===== src/rtl/dma_tsmap_arbiter_pkg.sv =====
// Shared types for the tsmap read-port arbiter: response owner encoding and fail-safe data.
// No timing of its own.
// No flow control of its own.
package dma_tsmap_arbiter_pkg;

  // Who owns the SRAM response arriving in the next cycle, and whether the
  // request was out of range (no SRAM access was made).
  typedef enum logic [2:0] {
    OWN_NONE     = 3'd0,
    OWN_CORE     = 3'd1,
    OWN_DMA      = 3'd2,
    OWN_CORE_OOR = 3'd3,
    OWN_DMA_OOR  = 3'd4
  } owner_e;

  // Returned to the DMA for out-of-range words so it treats them as revoked.
  localparam logic [31:0] TSMAP_OOR_DATA = 32'hFFFF_FFFF;

  // Unsigned word-address range check against the map size.
  function automatic logic addr_in_range(input logic [15:0] addr, input int unsigned size);
    return {16'b0, addr} < size;
  endfunction

endpackage


===== src/rtl/dma_tsmap_arbiter.sv =====
// Shares the tsmap SRAM read port between the core (absolute priority) and the DMA; snoops core reads.
// Latency: 1 cycle from request to rdata for both requesters; grant is combinational.
// Backpressure: core is never stalled; DMA sees occupied_o while the core holds the port, starved_o after a long wait.
module dma_tsmap_arbiter
  import dma_tsmap_arbiter_pkg::*;
#(
  parameter int unsigned TSMapSize   = 2048,
  parameter int unsigned StarveLimit = 64,
  // 2**CntW must exceed StarveLimit so the saturated count still reaches the limit.
  parameter int unsigned CntW        = 8
) (
  input  logic        clk_i,
  input  logic        rstn_i,
  input  logic        core_tsmap_cs_i,
  input  logic [15:0] core_tsmap_addr_i,
  output logic [31:0] core_tsmap_rdata_o,
  input  logic        dma_tsmap_cs_i,
  input  logic [15:0] dma_tsmap_addr_i,
  output logic [31:0] dma_tsmap_rdata_o,
  output logic        dma_tsmap_occupied_o,
  output logic        dma_starved_o,
  output logic        mem_cs_o,
  output logic [15:0] mem_addr_o,
  input  logic [31:0] mem_rdata_i,
  output logic        snoop_cs_o,
  output logic [15:0] snoop_addr_o,
  output logic [31:0] snoop_rdata_o
);

  logic core_gnt;
  logic dma_gnt;
  logic core_ok;
  logic dma_ok;

  owner_e      resp_owner_q, resp_owner_d;
  logic [15:0] resp_addr_q, resp_addr_d;
  logic [31:0] core_rdata_q, core_rdata_d;
  logic [31:0] dma_rdata_q, dma_rdata_d;
  logic [CntW-1:0] starve_cnt_q, starve_cnt_d;
  logic        starved_q, starved_d;

  // Core always wins; the DMA only gets the port when the core is idle.
  assign core_gnt             = core_tsmap_cs_i;
  assign dma_gnt              = dma_tsmap_cs_i & ~core_tsmap_cs_i;
  assign dma_tsmap_occupied_o = core_tsmap_cs_i;

  assign core_ok = addr_in_range(core_tsmap_addr_i, TSMapSize);
  assign dma_ok  = addr_in_range(dma_tsmap_addr_i, TSMapSize);

  // SRAM request: only in-range granted reads touch the array; address is zero when idle.
  always_comb begin
    mem_cs_o   = 1'b0;
    mem_addr_o = '0;
    if (core_gnt) begin
      if (core_ok) begin
        mem_cs_o   = 1'b1;
        mem_addr_o = core_tsmap_addr_i;
      end
    end else if (dma_gnt) begin
      if (dma_ok) begin
        mem_cs_o   = 1'b1;
        mem_addr_o = dma_tsmap_addr_i;
      end
    end
  end

  // Next owner of the response slot, decided from this cycle's grant and range check.
  always_comb begin
    resp_owner_d = OWN_NONE;
    resp_addr_d  = '0;
    if (core_gnt) begin
      resp_owner_d = core_ok ? OWN_CORE : OWN_CORE_OOR;
      resp_addr_d  = core_tsmap_addr_i;
    end else if (dma_gnt) begin
      resp_owner_d = dma_ok ? OWN_DMA : OWN_DMA_OOR;
      resp_addr_d  = dma_tsmap_addr_i;
    end
  end

  // Response steering: the owner's path takes the new value (also captured), the other holds.
  always_comb begin
    core_rdata_d  = core_rdata_q;
    dma_rdata_d   = dma_rdata_q;
    snoop_cs_o    = 1'b0;
    snoop_addr_o  = '0;
    snoop_rdata_o = '0;
    case (resp_owner_q)
      OWN_CORE: begin
        core_rdata_d  = mem_rdata_i;
        snoop_cs_o    = 1'b1;
        snoop_addr_o  = resp_addr_q;
        snoop_rdata_o = mem_rdata_i;
      end
      OWN_CORE_OOR: core_rdata_d = '0;
      OWN_DMA:      dma_rdata_d  = mem_rdata_i;
      OWN_DMA_OOR:  dma_rdata_d  = TSMAP_OOR_DATA;
      default: ;
    endcase
  end

  assign core_tsmap_rdata_o = core_rdata_d;
  assign dma_tsmap_rdata_o  = dma_rdata_d;

  // Starvation: count cycles the DMA is blocked by the core; any non-blocked cycle clears it.
  always_comb begin
    starve_cnt_d = '0;
    if (dma_tsmap_cs_i & core_tsmap_cs_i) begin
      starve_cnt_d = (starve_cnt_q == '1) ? starve_cnt_q : starve_cnt_q + CntW'(1);
    end
    starved_d = (32'(starve_cnt_d) >= StarveLimit);
  end

  assign dma_starved_o = starved_q;

  // State registers; reset drops any in-flight response by clearing the owner.
  always_ff @(posedge clk_i or negedge rstn_i) begin
    if (!rstn_i) begin
      resp_owner_q <= OWN_NONE;
      resp_addr_q  <= '0;
      core_rdata_q <= '0;
      dma_rdata_q  <= '0;
      starve_cnt_q <= '0;
      starved_q    <= 1'b0;
    end else begin
      resp_owner_q <= resp_owner_d;
      resp_addr_q  <= resp_addr_d;
      core_rdata_q <= core_rdata_d;
      dma_rdata_q  <= dma_rdata_d;
      starve_cnt_q <= starve_cnt_d;
      starved_q    <= starved_d;
    end
  end

endmodule

===== config.mk =====
export PLATFORM = sky130hd
export DESIGN_NAME = dma_tsmap_arbiter
export DESIGN_NICKNAME = d
export VERILOG_FILES = /design/src/rtl/dma_tsmap_arbiter_pkg.sv /design/src/rtl/dma_tsmap_arbiter.sv
export SDC_FILE = /design/constraint.sdc
export NUM_CORES = 1
export LEC_CHECK = 0
export BUFFER_PORTS_ARGS = -buffer_cell sky130_fd_sc_hd__buf_4
export CAP_MARGIN = 15
export CORE_MARGIN = 2
export CORE_UTILIZATION = 25
export DETAILED_ROUTE_END_ITERATION = 16
export PLACE_DENSITY = 0.47
export SYNTH_ARGS = -nofsm -noshare
export SYNTH_HDL_FRONTEND = slang
export SYNTH_SLANG_ARGS = --single-unit

===== constraint.sdc =====
create_clock -name clk_i -period 1.4 [get_ports clk_i]
set_input_delay 0.07 -clock clk_i [delete_from_list [all_inputs] [get_ports clk_i]]
set_output_delay 0.07 -clock clk_i [all_outputs]
set_load 0.01 [all_outputs]

After elaboration in Yosys (flattened, before gate mapping)
Index checks and enable logic that the tools add are counted.
W data, S select, Z words.
{"block": "totals", "mem_bits_rw": 0, "out_inout_bits": 132, "inputBits": 68, "memories": 0, "reg_bits": 92, "latch_bits": 0, "rom_bits": 0}
{"block": "classes", "n_mul": 0, "div": 0, "add_sub_neg": 1, "eq_ne": 5, "n_shift": 0, "n_lt_le_gt_ge": 3, "reduce_logical": 0, "bitwise": 3, "mux": 21}
{"op": "$pmux W32 S2", "count": 2}
{"op": "$mux W16", "count": 7}
{"op": "$lt A16 B12 Y1 const B", "count": 2}
{"op": "$mux W32", "count": 1}
{"op": "$mux W8", "count": 2}
{"op": "$mux W3", "count": 3}
{"op": "$add A8 B1 Y8 const B", "count": 1}
{"op": "$eq A8 B8 Y1 const B", "count": 1}
{"op": "$ge A8 B7 Y1 const B", "count": 1}
{"op": "$eq A3 B2 Y1 const B", "count": 2}
{"op": "$mux W1", "count": 5}
{"op": "$eq A3 B1 Y1 const B", "count": 1}
{"op": "$eq A3 B3 Y1 const B", "count": 1}
{"op": "$and A1 B1 Y1", "count": 2}
{"op": "$mux W2", "count": 1}
{"op": "$not A1 Y1", "count": 1}

Depth between registers and ports, before layout
Gate-level depths: netlist of run 1.
{"block": "logic_depth", "word_depth": 4, "depth_mapped": 5, "depth_no_buf": 4}

Worst setup path before layout of run 1
No wires, ideal clock.
{"block": "synth_path", "path_kind": "flip-flop to flip-flop", "start": "reg starve_cnt_q[0]", "end": "reg starved_q (netlist: dma_starved_o)", "path_stages_with_launch": 5, "n_path_buf": 0, "setup_time_ps": 140, "path_slack_ps": 65, "required_ps": 1260, "t_arrival_ps": 1195, "cell_sequence": "dfrtp_1 > ha_1 > or3_1 > o311ai_0 > a41oi_1"}
{"block": "synth_via", "elab_chain_len": 4, "word_cells_on_any_way": 5, "cone_classes": "add/sub: 1; order compare: 1; eq/ne: 1; mux: 2"}
{"element": "from (decl)", "line": "dma_tsmap_arbiter.sv:39", "source": "logic [CntW-1:0] starve_cnt_q, starve_cnt_d;"}
{"element": "from (signal assigned)", "line": "dma_tsmap_arbiter.sv:129", "source": "starve_cnt_q <= starve_cnt_d;"}
{"element": "$add A8 B1 Y8 / $eq A8 B8 Y1 (equally long branches)", "line": "dma_tsmap_arbiter.sv:108", "source": "starve_cnt_d = (starve_cnt_q == '1) ? starve_cnt_q : starve_cnt_q + CntW'(1);"}
{"element": "$mux W8 (*)", "line": "dma_tsmap_arbiter.sv:108"}
{"element": "$mux W8 (*)", "line": "dma_tsmap_arbiter.sv:107", "source": "if (dma_tsmap_cs_i & core_tsmap_cs_i) begin"}
{"element": "$ge A8 B7 Y1 (*)", "line": "dma_tsmap_arbiter.sv:110", "source": "starved_d = (32'(starve_cnt_d) >= StarveLimit);"}
{"element": "named net starved_d", "line": "dma_tsmap_arbiter.sv:40", "source": "logic starved_q, starved_d;"}
{"element": "to (signal assigned)", "line": "dma_tsmap_arbiter.sv:130", "source": "starved_q <= starved_d;"}
{"element": "to (decl)", "line": "dma_tsmap_arbiter.sv:40"}
The timed path passes the listed nets; every way through them passes the cells marked *.

Worst setup path in the final report of run 1
{"block": "layout_path", "start": "reg resp_owner_q[1]", "end": "out dma_tsmap_rdata_o[3]"}
{"block": "layout_via", "elab_chain_len": 2, "word_cells_on_any_way": 3, "cone_classes": "eq/ne: 2; mux: 1"}
{"element": "from (decl)", "line": "dma_tsmap_arbiter.sv:35", "source": "owner_e resp_owner_q, resp_owner_d;"}
{"element": "from (signal assigned)", "line": "dma_tsmap_arbiter.sv:125", "source": "resp_owner_q <= resp_owner_d;"}
{"element": "$eq A3 B3 Y1 / $eq A3 B2 Y1 (equally long branches)", "line": "dma_tsmap_arbiter.sv:87", "source": "case (resp_owner_q)"}
{"element": "$pmux W32 S2 (*)", "line": "dma_tsmap_arbiter.sv:87"}
{"element": "to (decl)", "line": "dma_tsmap_arbiter.sv:19", "source": "output logic [31:0] dma_tsmap_rdata_o,"}
Mark *: on every way between the ends. The rest lies on a longest branch, timed or not.

==> results of run 1 <==
-- power groups by stage --
stage | Combinational [µW] | Sequential [µW] | Clock (µW)
after detailed placement | 1600 | 3080 | 0
after global placement | 1580 | 3070 | 0
after floorplan | 716 | 3050 | 0
after global routing | 2370 | 3070 | 2530
final | 2210 | 3040 | 2320
after CTS | 2110 | 3030 | 2420
-- sequential cells by signal (all words and copies together), names as in the netlist --
| signal | count |
|---|---|
| core_rdata_q | 32 |
| resp_owner_q | 3 |
| dma_starved_o | 1 |
| resp_addr_q | 16 |
| starve_cnt_q | 8 |
| dma_rdata_q | 32 |
-- timing repair --
action / CTS / global route
setup endpoints to repair: 113 / 139
pin swaps: 35 / 19
endpoints found under the hold margin: 71 / 0
gates resized for setup: 49 / 55
cloned: 3 / 2
hold buffers: 59 / 0
buffers inserted: 31 / 10
-- through the flow --
step	std cells	worst slack [ns]	area, µm²	total power [µW]
floorplan	356	0.0646	4080	3770
global placement	751	-0.0195	5810	4650
global route	865	-0.404	7430	7960
finish	865	-0.335	7430	7580
detailed placement	751	-0.00281	5810	4670
CTS	859	-0.340	7170	7560
-- worst reg2reg max path, stage by stage (launching register included) --
cell and delay, ns:
sky130_fd_sc_hd__dfrtp_1 0.43, sky130_fd_sc_hd__xnor2_2 0.22, sky130_fd_sc_hd__nor2_4 0.06, sky130_fd_sc_hd__buf_12 0.13
sky130_fd_sc_hd__buf_12 0.14, sky130_fd_sc_hd__o22a_1 0.21, sky130_fd_sc_hd__buf_4 0.14, sky130_fd_sc_hd__buf_6 0.10
-- per-layer routing --
layer  part of all wire, %  wire (µm)  GRT usage (%)
met3                   6.6        918           4.21
met4                   2.6        355           8.03
met2                    48       6670           25.8
met1                    42       5860           19.0
met5                     0          0              0
-- final timing paths --
kind,cells past startpoint,endpoint,startpoint
min,2,core_rdata_q[4],mem_rdata_i[4]
min in group asynchronous,2,dma_rdata_q[10],rstn_i
min reg2reg,1,core_rdata_q[3],core_rdata_q[3]
max,6,dma_tsmap_rdata_o[3],resp_owner_q[1]
max in group asynchronous,3,resp_addr_q[14],rstn_i
max reg2reg,7,dma_rdata_q[3],resp_owner_q[1]
-- cells by family (layout without fill, tap and decap cells) --
group / Yosys count / count (layout) / share of synthesized area [%]
AO/OA/AOI/OAI: 102 / 102 / 20.6
XOR/XNOR: 1 / 1 / 0.215
adder cells (fa/ha/maj): 1 / 1 / 0.308
buffers and inverters: 38 / 331 / 6.31
flip-flops: 92 / 92 / 56.6
other: 1 / 5 / 0.0922
AND/OR/NAND/NOR: 117 / 117 / 15.8
-- layout make-up --
type | count | area [µm²]
clock inverters | 3 | 22.5
multi-input cells | 226 | 1670
inverters | 2 | 7.51
well taps | 216 | 270
clock buffers | 12 | 256
repair buffers | 314 | 2890
fillers | 1490 | 8460
flip-flops and latches | 92 | 2300
-- synth_stat cells (3+ instances only) --
library cell,n,area [µm²]
sky130_fd_sc_hd__dfrtp_1,92,2300
sky130_fd_sc_hd__nand3_1,14,70.1
sky130_fd_sc_hd__a31oi_1,3,18.8
sky130_fd_sc_hd__clkbuf_1,12,45.0
sky130_fd_sc_hd__buf_6,9,101
sky130_fd_sc_hd__nand2_1,28,105
sky130_fd_sc_hd__a22o_1,38,333
sky130_fd_sc_hd__a21oi_1,4,20.0
sky130_fd_sc_hd__nor2_1,7,26.3
sky130_fd_sc_hd__o22ai_1,12,75.1
sky130_fd_sc_hd__and2_1,52,325
sky130_fd_sc_hd__buf_4,11,82.6
sky130_fd_sc_hd__buf_2,4,20.0
sky130_fd_sc_hd__o22a_1,30,263
sky130_fd_sc_hd__nor3_1,4,20.0
==> insert_results.sql, run 1 <==
INSERT INTO impl_metrics (metric_group, metric, value, unit) VALUES
('run_status', 'outcome', 'complete, but fails checks', ''),
('run_status', 'failed_checks', 'negative setup slack', ''),
('flow_run', 'drv.max_cap_violation_count', '0', ''),
('critical_path', 'critical_path_required', '1.33', 'ns'),
('global_routing', 'grt_max_degree', '44', ''),
('timing', 'finalWorstPathRequiredPeriod', '1.74', 'ns'),
('clock_tree', 'clkSlewWorstSetupHoldPaths', '0.07', 'ns'),
('timing', 'rsz0062_at_grt', 'yes', ''),
('synthesis', 'post_synth_inst_count', '352', ''),
('critical_path', 'ff2ff_setup_slack', '-0.13', 'ns'),
('synthesis', 'synth_seq_area_share', '56.6', '%'),
('clock_tree', 'cts.path.max_buffers', '2', ''),
('synthesis', 'synth_area', '4070', 'µm²'),
('cells_and_area', 'antenna_cells_inserted', '0', ''),
('timing', 'max_freq', '0.576', 'GHz'),
('detailed_routing', 'detail-route-antenna-nets', '0', ''),
('timing', 'fin_crit_sh', '124', '%'),
('clock_tree', 'tritoncts_clock_tree', 'built', ''),
('clock_tree', 'clockRootBuffer', 'sky130_fd_sc_hd__clkbuf_16', ''),
('synthesis', 'async_flop_share', '100', '%'),
('timing', 'finalHoldViolCount', '0', ''),
('pwr', 'power.ir.vdd_worst', '0.556', 'mV'),
('cells_and_area', 'ratio_of_cells_with_drive_above_1_in_the_final_layout', '47.0', '%'),
('critical_path', 'crit_arrival', '1.67', 'ns'),
('timing', 'holdWs', '0.0165', 'ns'),
('detailed_routing', 'detailroute.via_count', '3971', ''),
('critical_path', 'timing.critical_path.max_delay_family', 'flip-flops', ''),
('floorplan', 'fp.dieH', '132', 'µm'),
('clock_tree', 'cts-buffers-inserted', '9', ''),
('global_routing', 'grt_use_total', '15.7', '%'),
('global_routing', 'wire_length_of_the_first_global_routing_pass', '21900', 'µm'),
('critical_path', 'crit_path_end_kind', 'primary output', ''),
('critical_path', 'path_cells', 'xnor2_2 -> nor2_4 -> buf_12 -> buf_12 -> o22a_1 -> buf_6', ''),
('placement', 'gpl.final_weighted_congestion', '0.737', ''),
('pwr', 'netSwitchingPower', '2040', 'µW'),
('critical_path', 'path_common_cell', 'sky130_fd_sc_hd__buf_12', ''),
('floorplan', 'floorplan.io_pins', '200', ''),
('global_routing', 'initial_antenna_violation_count', '0', ''),
('critical_path', 'path_class', 'flip-flop to primary output', ''),
('cells_and_area', 'leading_cell_types_in_the_layout_fill_and_taps_excluded', 'sky130_fd_sc_hd__buf_4 (182), sky130_fd_sc_hd__dfrtp_1 (90), sky130_fd_sc_hd__buf_6 (61)', ''),
('floorplan', 'core_region_area', '15900', 'µm²'),
('pwr', 'power.density_cell_area', '1020', 'nW/µm²'),
('placement', 'hpwlAfterDp', '9030', 'µm'),
('detailed_routing', 'drc_errors', '0', ''),
('placement', 'numPortBuffers', '194', ''),
('pwr', 'power_switching_share', '26.9', '%'),
('timing', 'report.final.setup_viol', '129', ''),
('floorplan', 'floorplan.die.width', '132', 'µm'),
('detailed_routing', 'wire_per_inst', '16.0', 'µm'),
('critical_path', 'critical-path-max-stage-delay', '0.43', 'ns'),
('pwr', 'relative_contribution_of_the_clock_network_to_total_power', '30.7', '%'),
('min_path', 'min_path_type', 'input port to flip-flop', ''),
('critical_path', 'start_kind', 'flip-flop', ''),
('detailed_routing', 'detailedRoute.firstPassIterationCount', '5', ''),
('detailed_routing', 'wirelength', '13800', 'µm'),
('clock_tree', 'source_to_sink_clock_delay_at_the_later_pin_of_the_worst_skew_pair', '0.35', 'ns'),
('pwr', 'pwr-share-comb', '29.2', '%'),
('floorplan', 'start_util', '25.6', '%'),
('critical_path', 'worst-path-buf-inv', '3', ''),
('detailed_routing', 'via_per_inst', '4.59', ''),
('cells_and_area', 'finish.net_count', '714', ''),
('timing', 'finalWorstSetupSlack', '-0.335', 'ns'),
('synthesis', 'synth_enable_flop_cells', '0', ''),
('pwr', 'internal_power', '5540', 'µW'),
('synthesis', 'yosysWarnings', '0', ''),
('detailed_routing', '1st_iter_drt_viols', '160', ''),
('timing', 'slew_violations', '0', ''),
('cells_and_area', 'area.growth.synth_to_final', '82.7', '%'),
('timing', 'tns', '-31.90', 'ns'),
('pwr', 'static-leakage-power', '0.00357', 'µW'),
('critical_path', 'crit_fanout', '16', '');
(Power assumes the default switching activity.)
==> run 2: changes to the inputs <==
- SKIP_LAST_GASP: unset -> 1
==> run 2 against run 1 <==
  * Maximum frequency about the same
  * Worst setup slack improved by 0.00066 ns
  * Die area unchanged
  * Cell area decreased by 1.2%
  * Highest routed layer unchanged
  * Non-clock buffer count unchanged
  * Critical endpoint is now dma_tsmap_rdata_o[11]
  * Power decreased by 0.65%
  * Via count about the same
  * First-iteration DRC count increased by 17%
  * The flow still finishes with violations (negative setup slack)
  * Critical path type unchanged
==> insert_results.sql, run 2 (synthesis gave the netlist of run 1 again) <==
INSERT INTO impl_metrics (metric_group, metric, value, unit) VALUES
('run_status', 'outcome', 'complete, but fails checks', ''),
('run_status', 'failed_checks', 'negative setup slack', ''),
('pwr', 'finalPower', '7530', 'µW'),
('clock_tree', 'clockRootBuffer', 'sky130_fd_sc_hd__clkbuf_16', ''),
('detailed_routing', 'detailedRoute.firstPassIterationCount', '4', ''),
('timing', 'finalWorstPathRequiredPeriod', '1.73', 'ns'),
('floorplan', 'floorplan.die.width', '132', 'µm'),
('critical_path', 'critical-path-max-stage-delay', '0.43', 'ns'),
('critical_path', 'crit_path_end_kind', 'primary output', ''),
('global_routing', 'initial_antenna_violation_count', '0', ''),
('timing', 'max_freq', '0.576', 'GHz'),
('clock_tree', 'tritoncts_clock_tree', 'built', ''),
('critical_path', 'path_common_cell', 'sky130_fd_sc_hd__buf_12', ''),
('clock_tree', 'cts_htree_levels', '3', ''),
('clock_tree', 'cts-buffers-inserted', '9', ''),
('detailed_routing', 'detailroute.via_count', '3970', ''),
('placement', 'place_inst', '751', ''),
('min_path', 'min_path_type', 'input port to flip-flop', ''),
('floorplan', 'core_region_area', '15900', 'µm²'),
('clock_tree', 'clock_sinks', '92', ''),
('global_routing', 'grt_use_total', '15.7', '%'),
('cells_and_area', 'postLayoutCellArea', '7340', 'µm²'),
('pwr', 'static-leakage-power', '0.00353', 'µW'),
('cells_and_area', 'antenna_cells_inserted', '0', ''),
('clock_tree', 'source_to_sink_clock_delay_at_the_later_pin_of_the_worst_skew_pair', '0.34', 'ns'),
('placement', 'dpl_worst_slack', '-0.00281', 'ns'),
('global_routing', 'wire_length_of_the_first_global_routing_pass', '21900', 'µm'),
('global_routing', 'grt_max_degree', '44', ''),
('timing', 'fin_crit_sh', '124', '%'),
('cells_and_area', 'largest_registers', 'core_rdata_q: 32 flops, dma_rdata_q: 32 flops, resp_addr_q: 16 flops', ''),
('timing', 'finalWorstSetupSlack', '-0.335', 'ns'),
('cells_and_area', 'ratio_of_cells_with_drive_above_1_in_the_final_layout', '45.8', '%'),
('cells_and_area', 'finish.net_count', '714', ''),
('cells_and_area', 'leading_cell_types_in_the_layout_fill_and_taps_excluded', 'sky130_fd_sc_hd__buf_4 (199), sky130_fd_sc_hd__dfrtp_1 (90), sky130_fd_sc_hd__dlygate4sd3_1 (59)', ''),
('placement', 'hpwlAfterDp', '9030', 'µm'),
('timing', 'rsz0062_at_grt', 'yes', ''),
('critical_path', 'start_kind', 'flip-flop', ''),
('detailed_routing', '1st_iter_drt_viols', '187', ''),
('detailed_routing', 'wire_per_inst', '15.9', 'µm'),
('cells_and_area', 'multi_input_comb_area', '1650', 'µm²'),
('clock_tree', 'cts.path.max_buffers', '2', ''),
('cells_and_area', 'fillers', '1508', ''),
('detailed_routing', 'detail-route-antenna-nets', '0', ''),
('floorplan', 'fp.dieH', '132', 'µm'),
('critical_path', 'critical_path_required', '1.33', 'ns'),
('cells_and_area', 'layoutNonFillerInstCount', '865', ''),
('detailed_routing', 'via_per_inst', '4.59', ''),
('flow_run', 'drv.max_cap_violation_count', '0', ''),
('timing', 'report.final.setup_viol', '128', ''),
('critical_path', 'path_class', 'flip-flop to primary output', ''),
('pwr', 'power.ir.vdd_worst', '0.557', 'mV'),
('cells_and_area', 'ff_latch_area', '2300', 'µm²'),
('detailed_routing', 'wirelength', '13800', 'µm'),
('floorplan', 'start_util', '25.6', '%'),
('placement', 'numPortBuffers', '194', ''),
('critical_path', 'path_cells', 'xnor2_2 -> nor2_4 -> buf_12 -> buf_12 -> o22a_1 -> buf_6', ''),
('critical_path', 'crit_fanout', '16', ''),
('floorplan', 'die_area', '17300', 'µm²'),
('clock_tree', 'clkSlewWorstSetupHoldPaths', '0.07', 'ns'),
('timing', 'slew_violations', '0', ''),
('timing', 'worst_clock_skew', '0.00611', 'ns'),
('placement', 'placedInstanceArea', '5810', 'µm²'),
('cells_and_area', 'layout.cells.most_common', 'sky130_fd_sc_hd__buf_4', ''),
('cells_and_area', 'area.growth.synth_to_final', '80.5', '%'),
('global_routing', 'grt_pass1_vias', '4070', ''),
('timing', 'finalHoldViolCount', '0', ''),
('placement', 'gpl.final_weighted_congestion', '0.737', ''),
('detailed_routing', 'drc_errors', '0', ''),
('pwr', 'power.density_cell_area', '1030', 'nW/µm²'),
('floorplan', 'floorplan.io_pins', '200', ''),
('floorplan', 'rows', '46', ''),
('critical_path', 'critical_path.slowest_cell', 'sky130_fd_sc_hd__dfrtp_1', ''),
('global_routing', 'grt_overflow', '0', ''),
('critical_path', 'crit_arrival', '1.66', 'ns');
==> run 2: cell counts in the layout (fill, tap and decap cells not counted) <==
No cell type changed its count.
==> run 2: where the power goes <==
group,leakage [µW],switching [µW],total [µW],internal [µW]
Clock,0.000139,1020,2320,1300
Combinational,0.00228,903,2170,1270
Sequential,0.00111,95.5,3040,2940
==> run 2: cell type report <==
cell class	instances	area share, %
clock inverter	3	0.307
timing repair buffer	314	38.5
tap	216	3.68
inverter	2	0.102
sequential	92	31.4
clock buffer	12	3.50
multi-input combinational	226	22.4
==> run 2: final timing paths <==
kind	cells past startpoint	slack [ns]	from	endpoint
min	2	0.02	mem_rdata_i[4]	core_rdata_q[4]
max reg2reg	7	-0.14	resp_owner_q[1]	dma_rdata_q[11]
max in group asynchronous	3	0.52	rstn_i	resp_addr_q[0]
min reg2reg	1	0.50	core_rdata_q[3]	core_rdata_q[3]
max	6	-0.33	resp_owner_q[1]	dma_tsmap_rdata_o[11]
min in group asynchronous	2	0.24	rstn_i	dma_rdata_q[18]
==> run 2: metrics by stage <==
step	hold slack [ns]	utilization, %	TNS [ns]
global placement	0.0328	36.6	-0.0195
CTS	0.00105	45.1	-33.10
global route	0.0151	46.2	-40.97
floorplan	-0.226	-	0
detailed placement	0.0336	36.6	-0.00303
finish	0.0162	46.2	-31.89
==> run 2: routing by layer <==
metal  share of wire, %  vias to the layer above  global-route usage, %
li1                   -                     1857                      -
met1                 43                     1925                   19.0
met2                 48                      162                   25.8
met3                6.6                       26                   4.21
met4                2.7                        0                   8.03
met5                  0                        -                      0
==> run 2: critical path, delay by kind of cell, from the launching register on <==
kind,cells,cell delay (ns)
flops,1,0.43
xor+xnor,1,0.22
compound gates,1,0.20
simple gates,1,0.06
buf+inv,3,0.41
==> run 2: what timing repair did <==
action,4_1_cts,5_1_grt
gates cloned,3,2
pin swaps,35,18
resized for setup,48,31
endpoints found under the setup margin,113,139
hold buffers,59,0
buffers inserted,31,10
endpoints found under the hold margin,71,0
==> run 3: changes to the inputs <==
- CELL_PAD_IN_SITES_DETAIL_PLACEMENT: unset -> 1
- CELL_PAD_IN_SITES_GLOBAL_PLACEMENT: unset -> 1
- PLACE_DENSITY: 0.47 -> unset
- PLACE_DENSITY_LB_ADDON: unset -> 0.1
==> run 3 against run 2 <==
  * The run still ends with negative setup slack left
  * First-iteration DRC count is 49% lower
  * Worst hold slack better by 0.0042 ns
  * Die area stayed put
  * Maximum frequency is 1.6% lower
  * Cell area is 5.5% lower
  * Via count is 2.2% lower
  * Register-to-register slack better by 0.11 ns
  * Combinational power is 12% lower
  * Core utilization is 2.6 points lower
  * Critical path depth is 1 higher
  * Sequential share of layout area is 1.8 points higher
  * Worst setup slack worse by 0.028 ns
==> insert_results.sql, run 3 (synthesis gave the netlist of run 1 again) <==
INSERT INTO impl_metrics (metric_group, metric, value, unit) VALUES
('detailed_routing', 'drc_errors', '0', ''),
('detailed_routing', 'detailedRoute.firstPassIterationCount', '4', ''),
('detailed_routing', 'wire_per_inst', '17.1', 'µm'),
('global_routing', 'grt_use_total', '16.1', '%'),
('cells_and_area', 'layout.cells.most_common', 'sky130_fd_sc_hd__buf_4', ''),
('run_status', 'failed_checks', 'negative setup slack', ''),
('timing', 'rsz0062_at_grt', 'yes', ''),
('detailed_routing', 'via_per_inst', '4.60', ''),
('timing', 'worst_clock_skew', '0.00975', 'ns'),
('critical_path', 'start_kind', 'flip-flop', ''),
('critical_path', 'crit_path_end_kind', 'primary output', ''),
('clock_tree', 'tritoncts_clock_tree', 'built', ''),
('placement', 'placedInstanceArea', '5810', 'µm²'),
('placement', 'gpl.final_weighted_congestion', '0.790', ''),
('placement', 'hpwlAfterDp', '9470', 'µm'),
('detailed_routing', '1st_iter_drt_viols', '96', ''),
('critical_path', 'crit_arrival', '1.69', 'ns'),
('pwr', 'power.ir.vdd_worst', '0.596', 'mV'),
('global_routing', 'initial_antenna_violation_count', '0', ''),
('cells_and_area', 'largest_registers', 'core_rdata_q: 32 flops, dma_rdata_q: 32 flops, resp_addr_q: 16 flops', ''),
('cells_and_area', 'leading_cell_types_in_the_layout_fill_and_taps_excluded', 'sky130_fd_sc_hd__buf_4 (211), sky130_fd_sc_hd__dfrtp_1 (90), sky130_fd_sc_hd__dlygate4sd3_1 (59)', ''),
('timing', 'finalWorstSetupSlack', '-0.362', 'ns'),
('detailed_routing', 'detail-route-antenna-nets', '0', ''),
('floorplan', 'fp.dieH', '132', 'µm'),
('detailed_routing', 'detailroute.via_count', '3881', ''),
('cells_and_area', 'fillers', '1756', ''),
('critical_path', 'path_class', 'flip-flop to primary output', ''),
('clock_tree', 'clockRootBuffer', 'sky130_fd_sc_hd__clkbuf_16', ''),
('timing', 'slew_violations', '0', ''),
('pwr', 'power.density_cell_area', '1040', 'nW/µm²'),
('floorplan', 'floorplan.die.width', '132', 'µm'),
('placement', 'numPortBuffers', '194', ''),
('global_routing', 'grt_pass1_vias', '4099', ''),
('cells_and_area', 'antenna_cells_inserted', '0', ''),
('clock_tree', 'clkSlewWorstSetupHoldPaths', '0.06', 'ns'),
('timing', 'tns', '-36.28', 'ns'),
('global_routing', 'grt_max_degree', '42', ''),
('floorplan', 'die_area', '17300', 'µm²'),
('floorplan', 'core_region_area', '15900', 'µm²'),
('flow_run', 'drv.max_cap_violation_count', '0', ''),
('clock_tree', 'clock_sinks', '92', ''),
('cells_and_area', 'finish.utilization', '43.6', '%'),
('clock_tree', 'cts.path.max_buffers', '2', ''),
('timing', 'max_freq', '0.567', 'GHz'),
('global_routing', 'grt_overflow', '0', ''),
('floorplan', 'rows', '46', ''),
('clock_tree', 'cts_htree_levels', '3', ''),
('timing', 'report.final.setup_viol', '121', ''),
('timing', 'holdWs', '0.0204', 'ns'),
('critical_path', 'critical_path_required', '1.33', 'ns'),
('clock_tree', 'source_to_sink_clock_delay_at_the_later_pin_of_the_worst_skew_pair', '0.35', 'ns'),
('cells_and_area', 'finish.net_count', '693', ''),
('cells_and_area', 'ratio_of_cells_with_drive_above_1_in_the_final_layout', '41.9', '%'),
('timing', 'fin_crit_sh', '126', '%'),
('cells_and_area', 'area.growth.synth_to_final', '70.5', '%'),
('global_routing', 'wire_length_of_the_first_global_routing_pass', '22200', 'µm'),
('cells_and_area', 'postLayoutCellArea', '6930', 'µm²'),
('timing', 'finalWorstPathRequiredPeriod', '1.76', 'ns'),
('floorplan', 'floorplan.io_pins', '200', ''),
('clock_tree', 'cts-buffers-inserted', '9', ''),
('detailed_routing', 'wirelength', '14400', 'µm'),
('pwr', 'static-leakage-power', '0.00335', 'µW'),
('min_path', 'min_path_type', 'input port to flip-flop', ''),
('pwr', 'finalPower', '7240', 'µW'),
('critical_path', 'crit_fanout', '8', ''),
('run_status', 'outcome', 'complete, but fails checks', ''),
('floorplan', 'start_util', '25.6', '%'),
('timing', 'finalHoldViolCount', '0', '');
-- run 3: cell count changes in the layout (fill, tap and decap cells not counted), sizes merged --
cell,previous run,this run
buf,254,233
clkbuf,13,14
clkinv,3,2
-- run 3: routing by layer --
metal,GRT usage [%],up-vias,share of wire [%]
li1,-,1818,-
met1,19.2,1913,43
met2,27.6,139,49
met3,4.63,11,6.4
met4,5.56,0,1.2
met5,0,-,0
-- run 3: per-stage QoR --
| stage | worst slack (ns) | cells |
|---|---|---|
| floorplan | 0.0646 | 356 |
| global placement | 0.0171 | 753 |
| detailed placement | -0.0146 | 753 |
| CTS | -0.378 | 827 |
| global route | -0.448 | 844 |
| finish | -0.362 | 844 |
-- run 3: area by class of cell --
| type | count | area, µm² | area share, % |
|---|---|---|---|
| inverter | 2 | 7.51 | 0.108 |
| tap | 216 | 270 | 3.90 |
| multi-input combinational | 226 | 1570 | 22.6 |
| sequential | 92 | 2300 | 33.3 |
| clock inverter | 2 | 10.0 | 0.144 |
| timing repair buffer | 293 | 2510 | 36.2 |
| clock buffer | 13 | 260 | 3.76 |
-- run 3: critical path: stages, from the launching register on --
cell                      delay, ns
sky130_fd_sc_hd__dfrtp_1       0.40
sky130_fd_sc_hd__buf_6         0.14
sky130_fd_sc_hd__xnor2_2       0.12
sky130_fd_sc_hd__nor2_2        0.11
sky130_fd_sc_hd__buf_6         0.15
sky130_fd_sc_hd__buf_8         0.14
sky130_fd_sc_hd__o22a_1        0.16
sky130_fd_sc_hd__buf_4         0.13
-- run 3: power by group --
group | switching, µW | leakage (µW) | internal (µW)
Combinational | 848 | 0.00210 | 1060
Clock | 1000 | 0.000135 | 1290
Sequential | 90.1 | 0.00111 | 2940
Total | 1940 | 0.00335 | 5300
-- run 3: what timing repair did --
item / in CTS / in global routing
pin swaps: 2 / 28
hold buffers: 59 / 0
resized for setup: 7 / 26
setup endpoints to repair: 113 / 116
hold endpoints to repair: 85 / 0
buffers inserted: 0 / 14
gates cloned: 0 / 3
-- run 3: final timing paths --
path                                 start                    end  slack (ns)  cells after the start
max in group asynchronous           rstn_i         resp_addr_q[1]        0.66                      3
setup / recovery           resp_owner_q[2]  dma_tsmap_rdata_o[29]       -0.36                      7
hold / removal             mem_rdata_i[16]       core_rdata_q[16]        0.02                      2
hold reg to reg             dma_rdata_q[3]         dma_rdata_q[3]        0.49                      1
min in group asynchronous           rstn_i       core_rdata_q[28]        0.23                      2
setup reg to reg           resp_owner_q[2]         dma_rdata_q[1]       -0.03                      7
